### src/rtl/xilinx_primitive_pkg.sv
// Shared constants and helpers for the Xilinx primitive wrappers and the
// BRAM-backed FIFO controller.
package xilinx_primitive_pkg;

  // BRAM address ports are 15 bits wide regardless of the configured depth.
  localparam int FIFO_ADDR_PAD = 15;

  function automatic int fifo_lat(input int do_reg);
    return 1 + do_reg;
  endfunction

endpackage

### src/rtl/xilinx_fifo_fwft_buf.sv
// Small register FIFO with first-word-fall-through output; it catches BRAM read
// data so the consumer never sees the BRAM read latency.
module xilinx_fifo_fwft_buf #(
  parameter int WIDTH = 36,
  parameter int DEPTH = 2,
  parameter int CNT_W = $clog2(DEPTH + 1)
) (
  input  logic             clk,
  input  logic             rst_n,
  input  logic             wr_en,
  input  logic [WIDTH-1:0] wr_data,
  input  logic             rd_en,
  output logic [WIDTH-1:0] rd_data,
  output logic             rd_valid,
  output logic [CNT_W-1:0] cnt
);
  localparam int PTR_W = (DEPTH > 1) ? $clog2(DEPTH) : 1;

  logic [WIDTH-1:0] mem_reg [DEPTH];
  logic [PTR_W-1:0] wr_ptr_reg;
  logic [PTR_W-1:0] rd_ptr_reg;
  logic [CNT_W-1:0] cnt_reg;
  logic             do_rd;

  function automatic logic [PTR_W-1:0] ptr_inc(input logic [PTR_W-1:0] p);
    return (p == PTR_W'(DEPTH - 1)) ? '0 : p + PTR_W'(1);
  endfunction

  assign do_rd    = rd_en & (cnt_reg != '0);
  assign rd_valid = (cnt_reg != '0);
  assign rd_data  = rd_valid ? mem_reg[rd_ptr_reg] : '0;
  assign cnt      = cnt_reg;

  // Storage needs no reset: the head is masked until a slot has been written.
  always_ff @(posedge clk) begin
    if (wr_en) mem_reg[wr_ptr_reg] <= wr_data;
  end

  always_ff @(posedge clk or negedge rst_n) begin
    if (!rst_n) begin
      wr_ptr_reg <= '0;
      rd_ptr_reg <= '0;
      cnt_reg    <= '0;
    end else begin
      if (wr_en) wr_ptr_reg <= ptr_inc(wr_ptr_reg);
      if (do_rd) rd_ptr_reg <= ptr_inc(rd_ptr_reg);
      cnt_reg <= cnt_reg + CNT_W'(wr_en) - CNT_W'(do_rd);
    end
  end

endmodule

### src/rtl/xilinx_sdp_fifo_ctrl.sv
// Valid/ready streaming FIFO around a simple-dual-port BRAM: the write port follows
// the input stream, the read port is driven by a credit-based prefetcher.
module xilinx_sdp_fifo_ctrl
  import xilinx_primitive_pkg::*;
#(
  parameter int WIDTH     = 36,
  parameter int ADDR_W    = 9,
  parameter int DO_REG    = 0,
  parameter int AF_THRESH = (2 ** ADDR_W) - 4,
  parameter int AE_THRESH = 4
) (
  input  logic                     CLK,
  input  logic                     RST_N,
  input  logic [WIDTH-1:0]         S_DATA,
  input  logic                     S_VALID,
  output logic                     S_READY,
  output logic [WIDTH-1:0]         M_DATA,
  output logic                     M_VALID,
  input  logic                     M_READY,
  output logic [ADDR_W+1:0]        COUNT,
  output logic                     ALMOST_FULL,
  output logic                     ALMOST_EMPTY,
  output logic [WIDTH-1:0]         BRAM_DI,
  output logic [FIFO_ADDR_PAD-1:0] BRAM_WRADDR,
  output logic                     BRAM_WREN,
  output logic [7:0]               BRAM_WE,
  output logic [FIFO_ADDR_PAD-1:0] BRAM_RDADDR,
  output logic                     BRAM_RDEN,
  output logic                     BRAM_REGCE,
  output logic                     BRAM_RST,
  input  logic [WIDTH-1:0]         BRAM_DO
);
  localparam int DEPTH  = 2 ** ADDR_W;
  localparam int LAT    = fifo_lat(DO_REG);
  localparam int BUF_D  = LAT + 1;
  localparam int BUF_CW = $clog2(BUF_D + 1);
  localparam int MEM_W  = ADDR_W + 1;
  localparam int CNT_W  = ADDR_W + 2;

  logic [ADDR_W-1:0] wptr_reg;
  logic [ADDR_W-1:0] rptr_reg;
  logic [MEM_W-1:0]  mem_cnt_reg;
  logic [MEM_W-1:0]  mem_cnt_next;
  logic [CNT_W-1:0]  count_reg;
  logic [CNT_W-1:0]  count_next;
  logic [LAT-1:0]    vld_sr_reg;
  logic [LAT-1:0]    vld_sr_next;
  logic [CNT_W-1:0]  inflight_acc [LAT+1];
  logic [CNT_W-1:0]  inflight;
  logic [CNT_W-1:0]  ahead;
  logic [BUF_CW-1:0] buf_cnt;
  logic              s_ready_reg;
  logic              af_reg;
  logic              ae_reg;
  logic              push;
  logic              pop;
  logic              issue;
  logic              buf_valid;

  assign push = S_VALID & s_ready_reg;
  assign pop  = buf_valid & M_READY;

  assign inflight_acc[0] = '0;
  for (genvar gi = 0; gi < LAT; gi++) begin : g_inflight
    assign inflight_acc[gi+1] = inflight_acc[gi] + CNT_W'(vld_sr_reg[gi]);
  end
  assign inflight = inflight_acc[LAT];

  // Words already past the BRAM may never exceed the output buffer depth, so a
  // read is only issued when a slot is guaranteed by the time its data lands.
  assign ahead = CNT_W'(buf_cnt) + inflight;
  assign issue = (mem_cnt_reg != '0) && ((ahead - CNT_W'(pop)) < CNT_W'(BUF_D));

  if (LAT == 1) begin : g_sr1
    assign vld_sr_next = issue;
  end else begin : g_srn
    assign vld_sr_next = {vld_sr_reg[LAT-2:0], issue};
  end

  assign mem_cnt_next = mem_cnt_reg + MEM_W'(push) - MEM_W'(issue);
  assign count_next   = count_reg + CNT_W'(push) - CNT_W'(pop);

  always_ff @(posedge CLK or negedge RST_N) begin
    if (!RST_N) begin
      wptr_reg    <= '0;
      rptr_reg    <= '0;
      mem_cnt_reg <= '0;
      count_reg   <= '0;
      vld_sr_reg  <= '0;
      s_ready_reg <= 1'b0;
      af_reg      <= 1'b0;
      ae_reg      <= 1'b1;
    end else begin
      if (push)  wptr_reg <= wptr_reg + ADDR_W'(1);
      if (issue) rptr_reg <= rptr_reg + ADDR_W'(1);
      mem_cnt_reg <= mem_cnt_next;
      count_reg   <= count_next;
      vld_sr_reg  <= vld_sr_next;
      s_ready_reg <= (mem_cnt_next < MEM_W'(DEPTH));
      af_reg      <= (count_next >= CNT_W'(AF_THRESH));
      ae_reg      <= (count_next <= CNT_W'(AE_THRESH));
    end
  end

  xilinx_fifo_fwft_buf #(
    .WIDTH (WIDTH),
    .DEPTH (BUF_D),
    .CNT_W (BUF_CW)
  ) u_out_buf (
    .clk      (CLK),
    .rst_n    (RST_N),
    .wr_en    (vld_sr_reg[LAT-1]),
    .wr_data  (BRAM_DO),
    .rd_en    (M_READY),
    .rd_data  (M_DATA),
    .rd_valid (buf_valid),
    .cnt      (buf_cnt)
  );

  assign M_VALID      = buf_valid;
  assign S_READY      = s_ready_reg;
  assign COUNT        = count_reg;
  assign ALMOST_FULL  = af_reg;
  assign ALMOST_EMPTY = ae_reg;

  assign BRAM_DI     = S_DATA;
  assign BRAM_WREN   = push;
  assign BRAM_WE     = 8'hFF;
  assign BRAM_WRADDR = FIFO_ADDR_PAD'(wptr_reg);
  assign BRAM_RDEN   = issue;
  assign BRAM_RDADDR = FIFO_ADDR_PAD'(rptr_reg);
  // The credit check guarantees buffer space, so the read pipeline never stalls.
  assign BRAM_REGCE  = 1'b1;
  assign BRAM_RST    = 1'b0;

endmodule
### config.mk
export PLATFORM = sky130hd
export DESIGN_NAME = xilinx_sdp_fifo_ctrl
export DESIGN_NICKNAME = d
export VERILOG_FILES = /design/src/rtl/xilinx_primitive_pkg.sv /design/src/rtl/xilinx_fifo_fwft_buf.sv /design/src/rtl/xilinx_sdp_fifo_ctrl.sv
export SDC_FILE = /design/constraint.sdc
export NUM_CORES = 1
export LEC_CHECK = 0
export CORE_MARGIN = 5
export CORE_UTILIZATION = 27
export CTS_CLUSTER_SIZE = 12
export DETAILED_ROUTE_END_ITERATION = 6
export SETUP_SLACK_MARGIN = 0.5
export SKIP_LAST_GASP = 1
export SYNTH_ARGS = -nofsm -noshare
export SYNTH_HDL_FRONTEND = slang
export SYNTH_SLANG_ARGS = --single-unit
### constraint.sdc
create_clock -name CLK -period 7.4 [get_ports CLK]
set_clock_uncertainty 0.1 [all_clocks]
set_input_delay 1.85 -clock CLK [delete_from_list [all_inputs] [get_ports CLK]]
set_output_delay 1.85 -clock CLK [all_outputs]
set_load 0.01 [all_outputs]
After elaboration in Yosys (flattened, before gate mapping)
Memory sizes are Yosys's and may differ from the RTL's.
Index checks and enable logic that the tools add are counted.
{ "op_classes": {"addsub": 12, "n_lt_le_gt_ge": 4, "mux": 5, "bitwise": 2, "reduce_logical": 3} }
{ "op_table": {"columns": ["cell", "n"], "rows": [
  ["36-bit two-way mux", 1],
  ["9-bit by 1-bit adder with 9-bit output (second input constant)", 2],
  ["11-bit by 1-bit adder with 11-bit output", 1],
  ["11-bit by 9-bit >= comparator with 1-bit output (second input constant)", 1],
  ["11-bit by 3-bit <= comparator with 1-bit output (second input constant)", 1],
  ["11-bit by 2-bit < comparator with 1-bit output (second input constant)", 1],
  ["11-bit by 1-bit subtractor with 11-bit output", 1],
  ["10-bit by 1-bit adder with 10-bit output", 1],
  ["10-bit < comparator (second input constant)", 1],
  ["10-bit nonzero test", 1],
  ["10-bit by 1-bit subtractor with 10-bit output", 1],
  ["1-bit two-way mux", 4],
  ["3-bit by 1-bit subtractor with 4-bit output", 1],
  ["2-bit by 1-bit adder with 3-bit output", 1],
  ["1-bit adder (second input constant)", 2],
  ["2-bit by 1-bit adder with 2-bit output", 1],
  ["1-bit AND", 2],
  ["2-bit nonzero test", 1],
  ["2-bit by 1-bit subtractor with 2-bit output", 1],
  ["1-bit logical AND", 1]
]} }
{ "totals": {"reg_bits": 47, "mem_bits_rw": 72, "out_inout_bits": 129, "elab_cells": 38, "memories": 1} }
{ "memory_table": {"columns": ["name", "words", "word_bits", "read_ports", "rd_clocked_by_memory_dff", "write_ports", "line_no", "source"], "rows": [
  ["u_out_buf.mem_reg", 2, 36, 1, 0, 1, "xilinx_fifo_fwft_buf.sv:19", "logic [WIDTH-1:0] mem_reg [DEPTH];"]
]} }

Depth between registers and ports, before layout
Gate-level depths: netlist (run 1).
{ "logic_depth": {"ltp_word": 7, "depth_mapped": 19, "mapped_depth_nobuf": 19} }

Cells and area by module
A second synthesis (run 1) with hierarchy kept.
{ "unflattened": {"hier_cells": 469, "hier_area_um2": 5910.7} }
{ "by_module_without_submodules": {"columns": ["module", "n_inst", "cells_per_inst", "area_each_um2", "seq_area_each_um2"], "rows": [
  ["xilinx_sdp_fifo_ctrl", 1, 300, 2960.3, 1077.3],
  ["xilinx_fifo_fwft_buf", 1, 169, 2950.3, 2262.2]
]} }

Worst setup path after synthesis (run 1)
Ideal clock, no wire load.
{ "synth_timing": {"path_type": "input port to output port", "start": "input M_READY", "end": "output BRAM_RDEN", "arrival_ps": 3291, "path_slack_ps": 2159, "path_stages": 7, "path_cell_list": "nand3_1 > o21ai_0 > ha_1 > fa_1 > a21oi_1 > o221ai_1 > a31oi_4"} }
{ "synth_via": {"elab_chain_len": 4} }
{ "synth_lines": {"columns": ["item", "line_no", "source"], "rows": [
  ["from (decl)", "xilinx_sdp_fifo_ctrl.sv:19", "input logic M_READY,"],
  ["1-bit AND", "xilinx_sdp_fifo_ctrl.sv:61", "assign pop = buf_valid & M_READY;"],
  ["3-bit by 1-bit subtractor with 4-bit output", "xilinx_sdp_fifo_ctrl.sv:72", "assign issue = (mem_cnt_reg != '0) && ((ahead - CNT_W'(pop)) < CNT_W'(BUF_D));"],
  ["11-bit by 2-bit < comparator with 1-bit output", "xilinx_sdp_fifo_ctrl.sv:72", null],
  ["1-bit logical AND", "xilinx_sdp_fifo_ctrl.sv:72", null],
  ["to (decl)", "xilinx_sdp_fifo_ctrl.sv:28", "output logic BRAM_RDEN,"]
]} }
Every way passes these cells.

Worst setup path in the final report (run 1)
Ends and elaborated chain as after synthesis.

==> run metrics, run 1 <==
status=completed; core area=21700 sq um; CP Max Fanout=9; Crit path largest cell delay=0.60 ns; area delta synth->final=28.6%; Seq/Total Area, Yosys=56.6%; Ys Warns=0; reg2reg end=mem_cnt_reg[8]$_DFF_PN0_; Worst R2R Path Depth=19; I/O pins=205; final hold slack=0.363 ns; most frequent cells in the layout=clkdlybuf4s50_1, edfxtp_1, nor2_1; Avg Cell Area, Syn=12.3 sq um; worst r2r src=u_out_buf.cnt[0]$_DFF_PN0_; WP buf/inv=2; setup bufs post-CTS=0; # hold bufs at CTS=0; largest net degree at the start of global routing=48; Post-Route WL=12600 um; via count=3590; fmax=0.155 GHz; CP delay by family, top=buffers and inverters; RSZ-0062 raised after global routing=false; hold crit path type=register to register; GR Overflow Total=0; Initial Util=27.2%; CP max stage cell=clkdlybuf4s50_1; Max-Cap Viols=0; clk root buf=clkbuf_16; Worst Max-Slew Pin Slew=1.17 ns; Post-synth EDFFs=72; Max Buffers Root-to-Sink=2; 1st-iter DRT viols=140; DIE WIDTH=158 um; post-cts repair resize count=0; Final Power=3.82 mW; Hold EP=u_out_buf.rd_ptr_reg$_DFFE_PN0P_; CP Data Arrival Time=4.52 ns; Finish-stage setup viols=0; kind of critical path=input pin to output port; later-pin clock latency in the skew report=0.40 ns; vias in the first global route=3858; Die Area=24900 sq um; initial antenna violation count=1; register clock-pin slew on the reported worst setup and hold paths=0.05 ns; first-pass GRT wire length=19800 um; GP Congestion=0.779; sink count of the clock tree=119; number of flip-flops in the largest register=72; crit path cell chain=clkdlybuf4s50_1 -> nand3_1 -> o21ai_0 -> ha_1 -> fa_1 -> a21oi_1 -> o221ai_1 -> a31oi_4 -> clkdlybuf4s50_1; WHS Path Cells=1; Slew HR=21.6%; Tcrit/Tclk final=87.4%; n_diodes=0; most frequent CP cell=clkdlybuf4s50_1; leading cell type in the layout, fill and taps excluded=clkdlybuf4s50_1; FFs w/ async S/R, synth=39.5%; maximum vdd drop=235 uV; Final min period=6.47 ns; cell area after synthesis=5900 sq um; Post-Place Setup Slack=0.892 ns; Critical Path RT=5.45 ns; DRT Pass-1 Iters=4; ys flop type=edfxtp_1; Hold Startpoint=u_out_buf.rd_ptr_reg$_DFFE_PN0P_; nets@finish=671; row cnt=54; I/O Buffers=110; Netlist cell types=51; Detailed Place HPWL=8710 um; Total GRT Usage=10.2%; P_leak=3.13 nW; Post-Synthesis Cells=480; layout cells sized above 1=9.01%; CTS tree=built; post-DR wirelength/cell=14.7 um; Critical Path Start=M_READY; Slew Viols, Final=0; Final Hold Fails=0; Crit. End Element=output port; antenna viol nets, final=0; R2R Setup Slk=3.33 ns; total negative slack=0 ns; routed vias/inst=4.19; CTS Buf Count=17; H-tree levels=4; Die Ht=158 um; critical path launch point type=input pin; final worst-path setup slack=0.930 ns; Remaining DRCs=0; Synth Register Bits=119; PwrDens=504 nW/um^2
[cell families after synthesis]
logic type,share of synthesized area [%]
AOI/OAI and AO/OA,4.96
adders and majority gates,6.96
and+or+nand+nor,9.27
DFF,56.6
other,0.127
buffers and inverters,10.2
xor gates and xnor gates,5.35
muxes,6.49
[per-layer routing]
| metal | global-route usage (%) | share of wire [%] | vias to the layer above | routed length [um] |
|---|---|---|---|---|
| li1 | - | - | 1744 | - |
| met1 | 12.2 | 44 | 1702 | 5500 |
| met2 | 16.9 | 47 | 122 | 5920 |
| met3 | 3.58 | 7.7 | 20 | 968 |
| met4 | 3.93 | 1.8 | 2 | 229 |
| met5 | 0 | 0.10 | - | 13 |
[Yosys cell counts (2+ instances only)]
| cell type | instances | area share (%) |
|---|---|---|
| o21bai_1 | 3 | 0.38 |
| nand3_1 | 10 | 0.85 |
| or3_1 | 2 | 0.21 |
| and3_1 | 4 | 0.42 |
| fa_1 | 3 | 1.0 |
| o21ai_1 | 2 | 0.17 |
| nor3_2 | 2 | 0.34 |
| mux2i_1 | 36 | 6.1 |
| edfxtp_1 | 72 | 37 |
| and2_1 | 2 | 0.21 |
| a21oi_1 | 12 | 1.0 |
| buf_2 | 4 | 0.34 |
| inv_1 | 34 | 2.2 |
| a21o_1 | 2 | 0.25 |
| nor2_1 | 57 | 3.6 |
| o21ai_0 | 7 | 0.59 |
| xor2_1 | 16 | 2.4 |
| dfrtp_1 | 46 | 20 |
| nand2b_1 | 2 | 0.21 |
| a211oi_1 | 2 | 0.25 |
| o41ai_1 | 2 | 0.30 |
| conb_1 | 2 | 0.13 |
| nand2_1 | 15 | 0.95 |
| ha_1 | 28 | 5.9 |
| buf_4 | 58 | 7.4 |
| mux2_2 | 2 | 0.38 |
| a31oi_1 | 2 | 0.21 |
| xnor2_1 | 20 | 3.0 |
| nand4_1 | 2 | 0.21 |
| clkbuf_1 | 5 | 0.32 |
| nor2b_1 | 4 | 0.42 |
| nor4_1 | 2 | 0.21 |
| a211oi_2 | 2 | 0.42 |
[area by class of cell]
class / count / area, sq um
Clock buffer: 17 / 425
Clock inverter: 15 / 179
Fill cell: 2114 / 14100
Inverter: 34 / 128
Multi-Input combinational cell: 280 / 2050
Sequential cell: 119 / 3340
Tap cell: 280 / 350
Timing Repair Buffer: 112 / 1110
[where the power goes]
group / switching, mW / internal, mW / total, mW
clock: 0.306 / 0.531 / 0.837
sequential: 0.120 / 0.944 / 1.06
combinational: 1.01 / 0.903 / 1.92
total: 1.44 / 2.38 / 3.82
[through the flow]
| step | util [%] | area [sq um] | cells |
|---|---|---|---|
| after global routing | 35.0 | 7580 | 857 |
| final | 35.0 | 7580 | 857 |
| after floorplan | - | 5970 | 500 |
| after CTS | 35.0 | 7580 | 857 |
| after global placement | 32.2 | 6980 | 825 |
| after detailed placement | 32.2 | 6980 | 825 |
[worst max-delay path by stage]
| stage | end | slack, ns | cells past startpoint |
|---|---|---|---|
| 6_report | BRAM_RDEN | 0.93 | 9 |
| 5_1_grt | BRAM_RDEN | 0.70 | 9 |
| 4_1_cts | BRAM_RDEN | 0.89 | 9 |
| 3_5_place_dp | BRAM_RDEN | 0.89 | 9 |
| 3_3_place_gp | BRAM_RDEN | 0.94 | 9 |
| 2_1_floorplan | BRAM_RDEN | 2.16 | 7 |
Power figures use the tool's default switching activity.
==> run 2: changes to the inputs <==
==> constraint.sdc (replaced) <==
create_clock -name CLK -period 5.8 [get_ports CLK]
set_clock_uncertainty 0.1 [all_clocks]
set_input_delay 1.45 -clock CLK [delete_from_list [all_inputs] [get_ports CLK]]
set_output_delay 1.45 -clock CLK [all_outputs]
set_load 0.01 [all_outputs]
==> run 2 against run 1 <==
Net effect:
- critical path depth is the same
- sequential power increased by 33%
- flip-flop and latch count unchanged
- global-route usage increased by 0.31 points
- register-to-register slack got worse by 1.6 ns
- wire length grew 1.9%
- final cell count rose by 0.35%
- non-clock buffer count is 3 higher
- critical path type unchanged
- total power grew 31%
- largest cell class unchanged
==> run metrics, run 2 (same netlist as run 1, synthesis figures left out) <==
status=completed (unchanged); sink count of the clock tree=119 (unchanged); row cnt=54 (unchanged); Final min period=5.20 ns; most frequent cells in the layout=clkdlybuf4s50_1, edfxtp_1, nor2_1 (unchanged); Post-Place Cell Area=6990 sq um (was 6980 sq um); Slew HR=23.5% (was 21.6%); initial antenna violation count=0 (was 1); design area=7670 sq um (was 7580 sq um); Seq pwr share=28.2% (was 27.9%); Hold EP=rptr_reg[8]$_DFFE_PN0P_ (was u_out_buf.rd_ptr_reg$_DFFE_PN0P_); Switching Share=36.8% (was 37.7%); RSZ-0062 raised after global routing=false (unchanged); Max Buffers Root-to-Sink=2 (unchanged); routed vias/inst=4.27 (was 4.19); core area=21700 sq um (unchanged); final worst-path setup slack=0.602 ns (was 0.930 ns); Net Switching=1.84 mW (was 1.44 mW); # placed instances=827 (was 825); DRT Pass-1 Iters=4 (unchanged); vias in the first global route=3947 (was 3858); register clock-pin slew on the reported worst setup and hold paths=0.06 ns (was 0.05 ns); # hold bufs at CTS=0 (unchanged); area delta synth->final=30.1% (was 28.6%); CTS Buf Count=17 (unchanged); CP Data Arrival Time=3.65 ns (was 4.52 ns); WHS Path Cells=1 (unchanged); Final Util=35.4% (was 35.0%); Worst R2R Path Depth=19 (unchanged); Worst Max-Slew Pin Slew=1.15 ns (was 1.17 ns); via count=3670 (was 3590); Final Hold Fails=0 (unchanged); largest net degree at the start of global routing=48 (unchanged); Hold Startpoint=rptr_reg[8]$_DFFE_PN0P_ (was u_out_buf.rd_ptr_reg$_DFFE_PN0P_); Initial Util=27.2% (unchanged); maximum vdd drop=362 uV (was 235 uV); n_diodes=0 (unchanged); PwrDens=651 nW/um^2 (was 504 nW/um^2); nets@finish=674 (was 671); Int Power=3.16 mW (was 2.38 mW); Detailed Place HPWL=9040 um (was 8710 um); Die Area=24900 sq um (unchanged); clock share of power=22.8% (was 21.9%); H-tree levels=4 (unchanged); I/O Buffers=110 (unchanged); Post-Route WL=12900 um (was 12600 um); Slew Viols, Final=0 (unchanged); hold crit path type=register to register (unchanged); critical path launch point type=input pin (unchanged); I/O pins=205 (unchanged); later-pin clock latency in the skew report=0.42 ns (was 0.40 ns); clk root buf=clkbuf_16 (unchanged); Post-Place Setup Slack=0.112 ns (was 0.892 ns); Tcrit/Tclk final=89.6%; P_leak=3.17 nW (was 3.13 nW); antenna viol nets, final=0 (unchanged); combinational share of power=49.0% (was 50.2%); fin cells=860 (was 857); Final Power=5.00 mW (was 3.82 mW); Finish-stage setup viols=0 (unchanged); DIE WIDTH=158 um (unchanged); number of flip-flops in the largest register=72 (unchanged); worst r2r src=u_out_buf.cnt[1]$_DFF_PN0_ (was u_out_buf.cnt[0]$_DFF_PN0_); final hold slack=0.368 ns (was 0.363 ns); GR Overflow Total=0 (unchanged); reg2reg end=mem_cnt_reg[8]$_DFF_PN0_ (unchanged); CP Max Fanout=4 (was 9); leading cell type in the layout, fill and taps excluded=clkdlybuf4s50_1 (unchanged); Crit. End Element=output port (unchanged); fmax=0.192 GHz; post-DR wirelength/cell=15.0 um (was 14.7 um); CTS tree=built (unchanged); GP Congestion=0.800 (was 0.779); R2R Setup Slk=1.75 ns (was 3.33 ns); layout cells sized above 1=9.83% (was 9.01%); Die Ht=158 um (unchanged); Critical Path RT=4.25 ns (was 5.45 ns); Remaining DRCs=0 (unchanged); total negative slack=0 ns (unchanged); Max-Cap Viols=0 (unchanged); Total GRT Usage=10.5% (was 10.2%); kind of critical path=input pin to output port (unchanged); first-pass GRT wire length=20200 um (was 19800 um); 1st-iter DRT viols=158 (was 140)
[run 2: power groups by stage]
stage / sequential [mW] / combinational, mW / clock, mW
floorplan: 1.38 / 1.58 / 0
detailed placement: 1.43 / 2.45 / 0
CTS: 1.42 / 2.46 / 1.17
finish: 1.41 / 2.45 / 1.14
global route: 1.45 / 2.71 / 1.21
global placement: 1.41 / 2.38 / 0
[run 2: layout make-up]
type,count,area [sq um]
repair buffers,115,1140
clock inverters,6,109
inverters,34,128
well taps,280,350
multi-input cells,280,2070
flip-flops and latches,119,3340
fillers,2138,14000
clock buffers,26,542
[run 2: layer usage]
layer	share of wire, %	GRT usage [%]	up-vias
met3	7.4	3.69	21
met4	2.1	5.20	0
met5	0	0	-
met1	43	12.5	1778
met2	48	16.9	117
li1	-	-	1754
[run 2: how the worst max path moves through the flow]
stage,from,end,slack (ns)
after floorplan,M_READY,mem_cnt_reg[8]$_DFF_PN0_,1.0
after global placement,M_READY,mem_cnt_reg[8]$_DFF_PN0_,0.27
after global routing,M_READY,mem_cnt_reg[8]$_DFF_PN0_,0.48
after CTS,M_READY,BRAM_RDEN,0.51
after detailed placement,M_READY,mem_cnt_reg[8]$_DFF_PN0_,0.11
final,M_READY,BRAM_RDEN,0.60
[run 2: worst max-delay path, stage by stage]
cell	delay, ns
clkdlybuf4s50_1	0.54
nand3_2	0.12
o21ai_0	0.12
ha_2	0.23
fa_1	0.44
a21oi_2	0.14
o221ai_2	0.13
a31oi_4	0.19
dlygate4sd2_1	0.29
[run 2: repair_timing]
action,in CTS,in global routing
gates resized for setup,1,6
gates cloned,0,0
endpoints found under the setup margin,1,3
setup buffers,0,1
hold endpoints to repair,0,0
pin swaps,0,2
